===== config.mk =====
export PLATFORM = sky130hd
export DESIGN_NAME = instr_loader
export DESIGN_NICKNAME = d
export VERILOG_FILES = /design/src/rtl/instr_loader.sv
export SDC_FILE = /design/constraint.sdc
export NUM_CORES = 1
export LEC_CHECK = 0
export ABC_AREA = 0
export BUFFER_PORTS_ARGS = -buffer_cell sky130_fd_sc_hd__buf_4
export CORE_UTILIZATION = 55
export DETAILED_ROUTE_END_ITERATION = 16
export GPL_TIMING_DRIVEN = 0
export PLACE_DENSITY = 0.79
export SKIP_CTS_REPAIR_TIMING = 1
export SLEW_MARGIN = 20
export SYNTH_ARGS = -nofsm -noshare
export SYNTH_HDL_FRONTEND = slang
export SYNTH_SLANG_ARGS = --single-unit

===== constraint.sdc =====
create_clock -name i_clk -period 4.2 [get_ports i_clk]
set_clock_uncertainty 0.15 [all_clocks]
set_input_delay 0.21 -clock i_clk [delete_from_list [all_inputs] [get_ports i_clk]]
set_output_delay 0.21 -clock i_clk [all_outputs]
set_load 0.05 [all_outputs]

===== src/rtl/instr_loader.sv =====
`default_nettype none
// ============================================================================
// instr_loader: packs UART bytes into 32-bit words and writes them into
// instruction memory until a HALT word is seen or memory is full.
// Revision: 1.0
// ============================================================================
module instr_loader #(
  parameter int                NBITS     = 32,
  parameter int                TAM_I     = 256,
  parameter logic [NBITS-1:0]  HALT_WORD = 32'hFFFFFFFF
) (
  input  logic             i_clk,
  input  logic             i_reset,
  input  logic             i_enable,
  input  logic [7:0]       i_rx_data,
  input  logic             i_rx_done,
  output logic [NBITS-1:0] o_address_memory_ins,
  output logic [NBITS-1:0] o_instruction,
  output logic             o_write_intruc,
  output logic             o_busy,
  output logic             o_load_done,
  output logic             o_full,
  output logic [6:0]       o_word_count
);

  localparam logic [1:0] IDLE  = 2'd0;
  localparam logic [1:0] RECV  = 2'd1;
  localparam logic [1:0] WRITE = 2'd2;
  localparam logic [1:0] DONE  = 2'd3;

  localparam logic [NBITS-1:0] LAST_ADDR = NBITS'(TAM_I - 4);
  localparam logic [NBITS-1:0] WORD_STEP = NBITS'(4);

  logic [1:0]       state;
  logic [1:0]       next_state;
  logic [NBITS-1:0] addr;
  logic [NBITS-1:0] instruction;
  logic [23:0]      partial;
  logic [1:0]       byte_cnt;
  logic [6:0]       word_count;
  logic             full;
  logic             is_halt;
  logic             last_slot;

  assign is_halt   = (instruction == HALT_WORD);
  assign last_slot = (addr == LAST_ADDR);

  always_ff @(posedge i_clk or negedge i_reset) begin
    if (!i_reset) begin
      state <= IDLE;
    end else begin
      state <= next_state;
    end
  end

  always_comb begin
    next_state = state;
    case (state)
      IDLE:    if (i_enable) next_state = RECV;
      RECV:    if (i_rx_done && (byte_cnt == 2'd3)) next_state = WRITE;
      WRITE:   next_state = (is_halt || last_slot) ? DONE : RECV;
      DONE:    if (i_enable) next_state = RECV;
      default: next_state = IDLE;
    endcase
  end

  always_comb begin
    o_write_intruc = 1'b0;
    o_busy         = 1'b0;
    o_load_done    = 1'b0;
    case (state)
      RECV:    o_busy = 1'b1;
      WRITE: begin
        o_busy         = 1'b1;
        o_write_intruc = 1'b1;
      end
      DONE:    o_load_done = 1'b1;
      default: ;
    endcase
  end

  always_ff @(posedge i_clk or negedge i_reset) begin
    if (!i_reset) begin
      addr        <= '0;
      instruction <= '0;
      partial     <= '0;
      byte_cnt    <= '0;
      word_count  <= '0;
      full        <= 1'b0;
    end else begin
      case (state)
        IDLE, DONE: begin
          if (i_enable) begin
            addr       <= '0;
            byte_cnt   <= '0;
            word_count <= '0;
            full       <= 1'b0;
          end
        end
        RECV: begin
          if (i_rx_done) begin
            byte_cnt <= byte_cnt + 2'd1;
            case (byte_cnt)
              2'd0: partial[7:0]   <= i_rx_data;
              2'd1: partial[15:8]  <= i_rx_data;
              2'd2: partial[23:16] <= i_rx_data;
              2'd3: instruction    <= {i_rx_data, partial};
              default: ;
            endcase
          end
        end
        WRITE: begin
          word_count <= word_count + 7'd1;
          // HALT wins over full, so a HALT in the last slot leaves full low
          if (!is_halt) begin
            if (last_slot) begin
              full <= 1'b1;
            end else begin
              addr     <= addr + WORD_STEP;
              byte_cnt <= i_rx_done ? 2'd1 : 2'd0;
              if (i_rx_done) partial[7:0] <= i_rx_data;
            end
          end
        end
        default: ;
      endcase
    end
  end

  assign o_address_memory_ins = addr;
  assign o_instruction        = instruction;
  assign o_full               = full;
  assign o_word_count         = word_count;

endmodule
`default_nettype wire


; Yosys cells after proc, flatten, opt, wreduce, memory -nomap -nowiden
; Cells that the tools add are included.
[op_classes]
order_cmp = 0
n_shift = 0
bitwise_logic = 0
mul = 0
reduce_logical = 17
div_mod_pow = 0
n_eq_ne = 16
muxes = 29
addsub = 3
[op_table]
columns = op, count
row1 = $mux W32, 3
row2 = $pmux W32 S2, 1
row3 = $mux W8, 5
row4 = $add A32 B3 Y32 const B, 1
row5 = $eq A32 B32 Y1 const B, 1
row6 = $eq A32 B8 Y1 const B, 1
row7 = $pmux W8 S2, 1
row8 = $mux W2, 7
row9 = $pmux W7 S2, 1
row10 = $ne A2 B2 Y1 const B, 6
row11 = $pmux W2 S3, 2
row12 = $reduce_and A4 Y1, 3
row13 = $reduce_and A3 Y1, 3
row14 = $eq A2 B2 Y1 const B, 4
row15 = $add A7 B1 Y7 const B, 1
row16 = $mux W1, 7
row17 = $mux W7, 1
row18 = $reduce_and A6 Y1, 1
row19 = $eq A2 B1 Y1 const B, 2
row20 = $logic_not A2 Y1, 2
row21 = $ne A2 B1 Y1 const B, 2
row22 = $reduce_and A2 Y1, 2
row23 = $reduce_bool A2 Y1, 2
row24 = $reduce_or A2 Y1, 2
row25 = 4 further kinds, 4
[totals]
latch_bits = 0
wordCells = 74
regBits = 100
in_bits = 12
mem_count = 0
romBits = 0
mem_bits_rw = 0

; Longest topological paths before layout
[logic_depth]
ltp_word = 4
ltp_mapped = 9

; Least setup slack after synthesis
; No wires, ideal clock.
[synth_timing]
path_kind = register to register
startpoint = register state[0]
endpoint = register partial[7]
path_buffers = 1
required_time_ps = 3922
setup_time_ps = 128
t_arrival_ps = 2344
stages_incl_launch_ff = 9
period_less_slack_ps = 2622
setup_slack_ps = 1578
path_cell_list = dfrtp_1 -> inv_1 -> ha_1 -> nand4_1 -> nor4_1 -> nand4_1 -> and3_1 -> buf_2 -> mux2_1
[synth_via]
elab_chain_len = 3
[synth_lines]
columns = element, line
row1 = "start, declared", 34  ; logic [1:0] state;
row2 = "start signal, assigned", 52  ; state <= next_state;
row3 = $eq A2 B1 Y1 / $eq A2 B2 Y1 (equally long branches), 91  ; case (state)
row4 = $ne A2 B1 Y1 (no source line) (tied with other cells), n/a
row5 = $reduce_and A6 Y1 (no source line), n/a
row6 = "end signal, assigned", 104  ; 2'd0: partial[7:0] <= i_rx_data;
row7 = "end signal, assigned", 121  ; if (i_rx_done) partial[7:0] <= i_rx_data;
row8 = "end, declared", 38  ; logic [23:0] partial;
; Parallel ways exist; a longest one is shown, timed or not.
; A chain may end at the register's enable or synchronous reset.

; Final worst setup path
[layout_timing]
startpoint = register state[0]
endpoint = register addr[8] (netlist: o_address_memory_ins[8])
[layout_via]
elab_chain_len = 4
[layout_lines]
columns = element, line
row1 = $eq A2 B2 Y1 / $logic_not A2 Y1 (equally long branches), 91
row2 = $reduce_or A2 Y1 (no source line), n/a
row3 = $ne A2 B1 Y1 (no source line) / $reduce_bool A2 Y1 (equally long branches), n/a
row4 = $reduce_and A4 Y1 (no source line), n/a
row5 = "end signal, assigned", 119  ; addr <= addr + WORD_STEP;
row6 = "end, declared", 36  ; logic [NBITS-1:0] addr;
; Parallel ways exist; a longest one is shown, timed or not.

==> flow_metrics.env <==
export IMPL_outcome="completed"
export IMPL_fin_util_pct=70.97
export IMPL_antenna_found_initial=0
export IMPL_powerDensity_mw_per_mm2=445.9
export IMPL_detail_route_antenna_nets=0
export IMPL_grt_max_degree=99
export IMPL_synth_edf_count=0
export IMPL_worst_pin_slew_ns=0.8957
export IMPL_htreeDepth=3
export IMPL_cp_num_buf_inv=2
export IMPL_worstSkewPairLatency_ns=0.37
export IMPL_syn2layout_area_growth_pct=21.96
export IMPL_row_count=33
export IMPL_met3_length_um=813
export IMPL_rsz0062_at_grt="no"
export IMPL_yosysWarningCount=0
export IMPL_antenna_cells=0
export IMPL_clkPwrFrac_pct=25.3
export IMPL_required_ns=4.29
export IMPL_cts_sinks=98
export IMPL_post_route_min_period_ns=2.950
export IMPL_worstPathArrival_ns=3.04
export IMPL_layout_common_cells="dfrtp_1, buf_4, mux2_2"
export IMPL_path_max_fanout=10
export IMPL_p_sw_w=0.0009668
export IMPL_hold_violations=0
export IMPL_swShare_pct=36.45
export IMPL_max_freq_ghz=0.3389
export IMPL_leakagePower_nw=2.769
export IMPL_relSlewSlack_pct=40.29
export IMPL_synth_top_flop_cell="dfrtp_1"
export IMPL_synth_area_leaders="dfrtp_1, mux2_2, o21ai_0"
export IMPL_drv_cap=0
export IMPL_io_pins=87
export IMPL_crit_path_start_kind="flop"
export IMPL_path_cells="inv_1 -> ha_1 -> nand4_1 -> nor4_1 -> nand4_1 -> nand2_1 -> buf_2 -> o221ai_1"
export IMPL_hp_class="primary input to flop"
export IMPL_groute_usage_overall_pct=28.53
export IMPL_gp_congestion=0.8806
export IMPL_path_delay_family="simple AND/OR/NAND/NOR gates"
export IMPL_path_clk_slew_ns=0.11
export IMPL_ys_seq_elements=98
export IMPL_ys_types=51
export IMPL_syn_area_per_cell_um2=10.94
export IMPL_cts_buffer_depth=2
export IMPL_dr_wl_met2_mm=6.074
export IMPL_endpoint_kind="flop"
export IMPL_p_seq_share_pct=45.8
export IMPL_peakVddDrop_uv=378.5
export IMPL_viasPerCell=6.280
export IMPL_cts_tree="done"
export IMPL_netlist_instances=446
export IMPL_start_util_pct=58.19
export IMPL_grt_overflow=0
export IMPL_routed_wl_mm=12.47
export IMPL_cts_root_buf="clkbuf_8"
export IMPL_die_width_um=96.17
export IMPL_setup_tns_ns=0
export IMPL_drc_errors=0
export IMPL_critical_path_class="flop to flop"
export IMPL_wl_met1_mm=5.340
export IMPL_wl_per_cell_um=18.90
export IMPL_die_h_um=96.17
export IMPL_power_internal_w=0.001685
export IMPL_die_area_mm2=0.009248
export IMPL_holdWs_ns=0.001474
export IMPL_yosys_area_top_type_share_pct=50.28
export IMPL_timing_final_crit_share_pct=70.25
export IMPL_grt_first_pass_wirelength_mm=19.93
export IMPL_cpMaxStageDelayCell="nand4_1"
export IMPL_critPathMaxStageDelay_ns=0.47
export IMPL_grt_pass1_vias=4007
export IMPL_drt_iter0_markers=288
export IMPL_place_hpwl_mm=8.693
export IMPL_critPathMostFrequentCell="nand4_1"
export IMPL_drive_gt1_share_pct=31.35
export IMPL_nets=571
export IMPL_async_flop_share_pct=100.0
export IMPL_layout_commonest_cell="dfrtp_1"
export IMPL_synth_top_area_cell="dfrtp_1"
export IMPL_seq_area_frac_synth_pct=50.28
export IMPL_top_layer="met4"
export IMPL_core_mm2=0.008382
export IMPL_synthesis_area_mm2=0.004877
export IMPL_pwr_share_comb_pct=28.9
export IMPL_num_vias=4145
export IMPL_first_pass_iters=5
export IMPL_finalMaxSlewViolations=0
export IMPL_cts_buffers=9
export IMPL_portBuffers=83
export IMPL_setup_viol=0
## synthesized netlist by cell type, types with 2 or more instances
library cell / n
nand3b_1: 13
mux2i_1: 3
nand4_1: 13
a21oi_1: 4
o221ai_1: 12
o41ai_1: 2
buf_2: 6
nand2b_1: 3
o311ai_0: 2
nand2_1: 41
o221ai_2: 2
o21a_1: 3
or4_1: 4
o211ai_1: 7
buf_1: 3
or4_2: 2
dfrtp_1: 98
nor4_1: 12
o31ai_1: 5
buf_4: 2
ha_1: 9
mux2_2: 56
and4_1: 6
clkbuf_1: 15
nor2_1: 10
nand3_1: 22
o21ai_0: 35
inv_1: 12
and3_1: 7
nor3_1: 8
a21o_1: 2
a22o_1: 8
## power groups by stage
stage	clock (W)	sequential, W	combinational (W)
floorplan	0	0.00139	0.000358
global placement	0	0.00122	0.000738
detailed placement	0	0.00123	0.000760
CTS	0.000677	0.00121	0.000760
global route	0.000709	0.00124	0.000817
finish	0.000671	0.00122	0.000765
## sequential cells by signal (all words and copies together) (netlist names)
| signal | count |
|---|---|
| o_full | 1 |
| o_instruction | 32 |
| byte_cnt | 2 |
| state | 2 |
| partial | 24 |
| o_address_memory_ins | 30 |
| o_word_count | 7 |
## worst min-delay path: stages
cell and delay, ns:
buf_4 0.09, nor2b_1 0.05, o21ai_0 0.14
## per-stage QoR
stage,total power (W),instance area (µm²),instances,setup WS [ns]
after floorplan,0.001743,4881,447,1.578
after global placement,0.001957,5635,635,1.338
after detailed placement,0.001992,5639,635,1.266
after CTS,0.002652,5858,651,1.238
after global routing,0.002763,5948,660,0.9078
final,0.002652,5948,660,1.250
## path summary, 6_finish.rpt
kind                            slack (ns)  depth (start not counted)                                  end                    from
worst max-delay path                  1.25                          8  o_address_memory_ins[8]$_DFFE_PN0P_    state[0]$_DFFE_PN0P_
worst min-delay path                 0.001                          3                 state[0]$_DFFE_PN0P_                i_enable
worst max register to register        1.25                          8  o_address_memory_ins[8]$_DFFE_PN0P_    state[0]$_DFFE_PN0P_
worst min register to register        0.34                          1               partial[7]$_DFFE_PN0P_  partial[7]$_DFFE_PN0P_
max in group asynchronous             2.94                          2               partial[9]$_DFFE_PN0P_                 i_reset
min in group asynchronous             0.32                          2          o_word_count[3]$_DFFE_PN0P_                 i_reset
## cell families after synthesis
logic type | after synthesis | share of synthesized area, %
adders and majority gates | 9 | 2.309
and+or+nand+nor | 152 | 17.88
other | 1 | 0.07689
buffers and inverters | 38 | 3.232
DFF | 98 | 50.28
muxes | 60 | 13.78
AOI/OAI and AO/OA | 88 | 12.44
## metal layers
layer / track usage (%) / vias up
met2: 46.22 / 165
li1: - / 1879
met1: 38.11 / 2078
met3: 4.976 / 23
met4: 11.32 / 0
met5: 0 / -
## layout make-up
type,count,area (µm²)
Buffer,26,112.6
Clock buffer,9,123.9
Clock inverter,7,95.09
Fill cell,624,2434
Inverter,12,45.04
Multi-Input combinational cell,311,2271
Sequential cell,98,2452
Tap cell,105,131.4
Timing Repair Buffer,92,716.9
No activity file was read; power rests on OpenSTA's default activity.
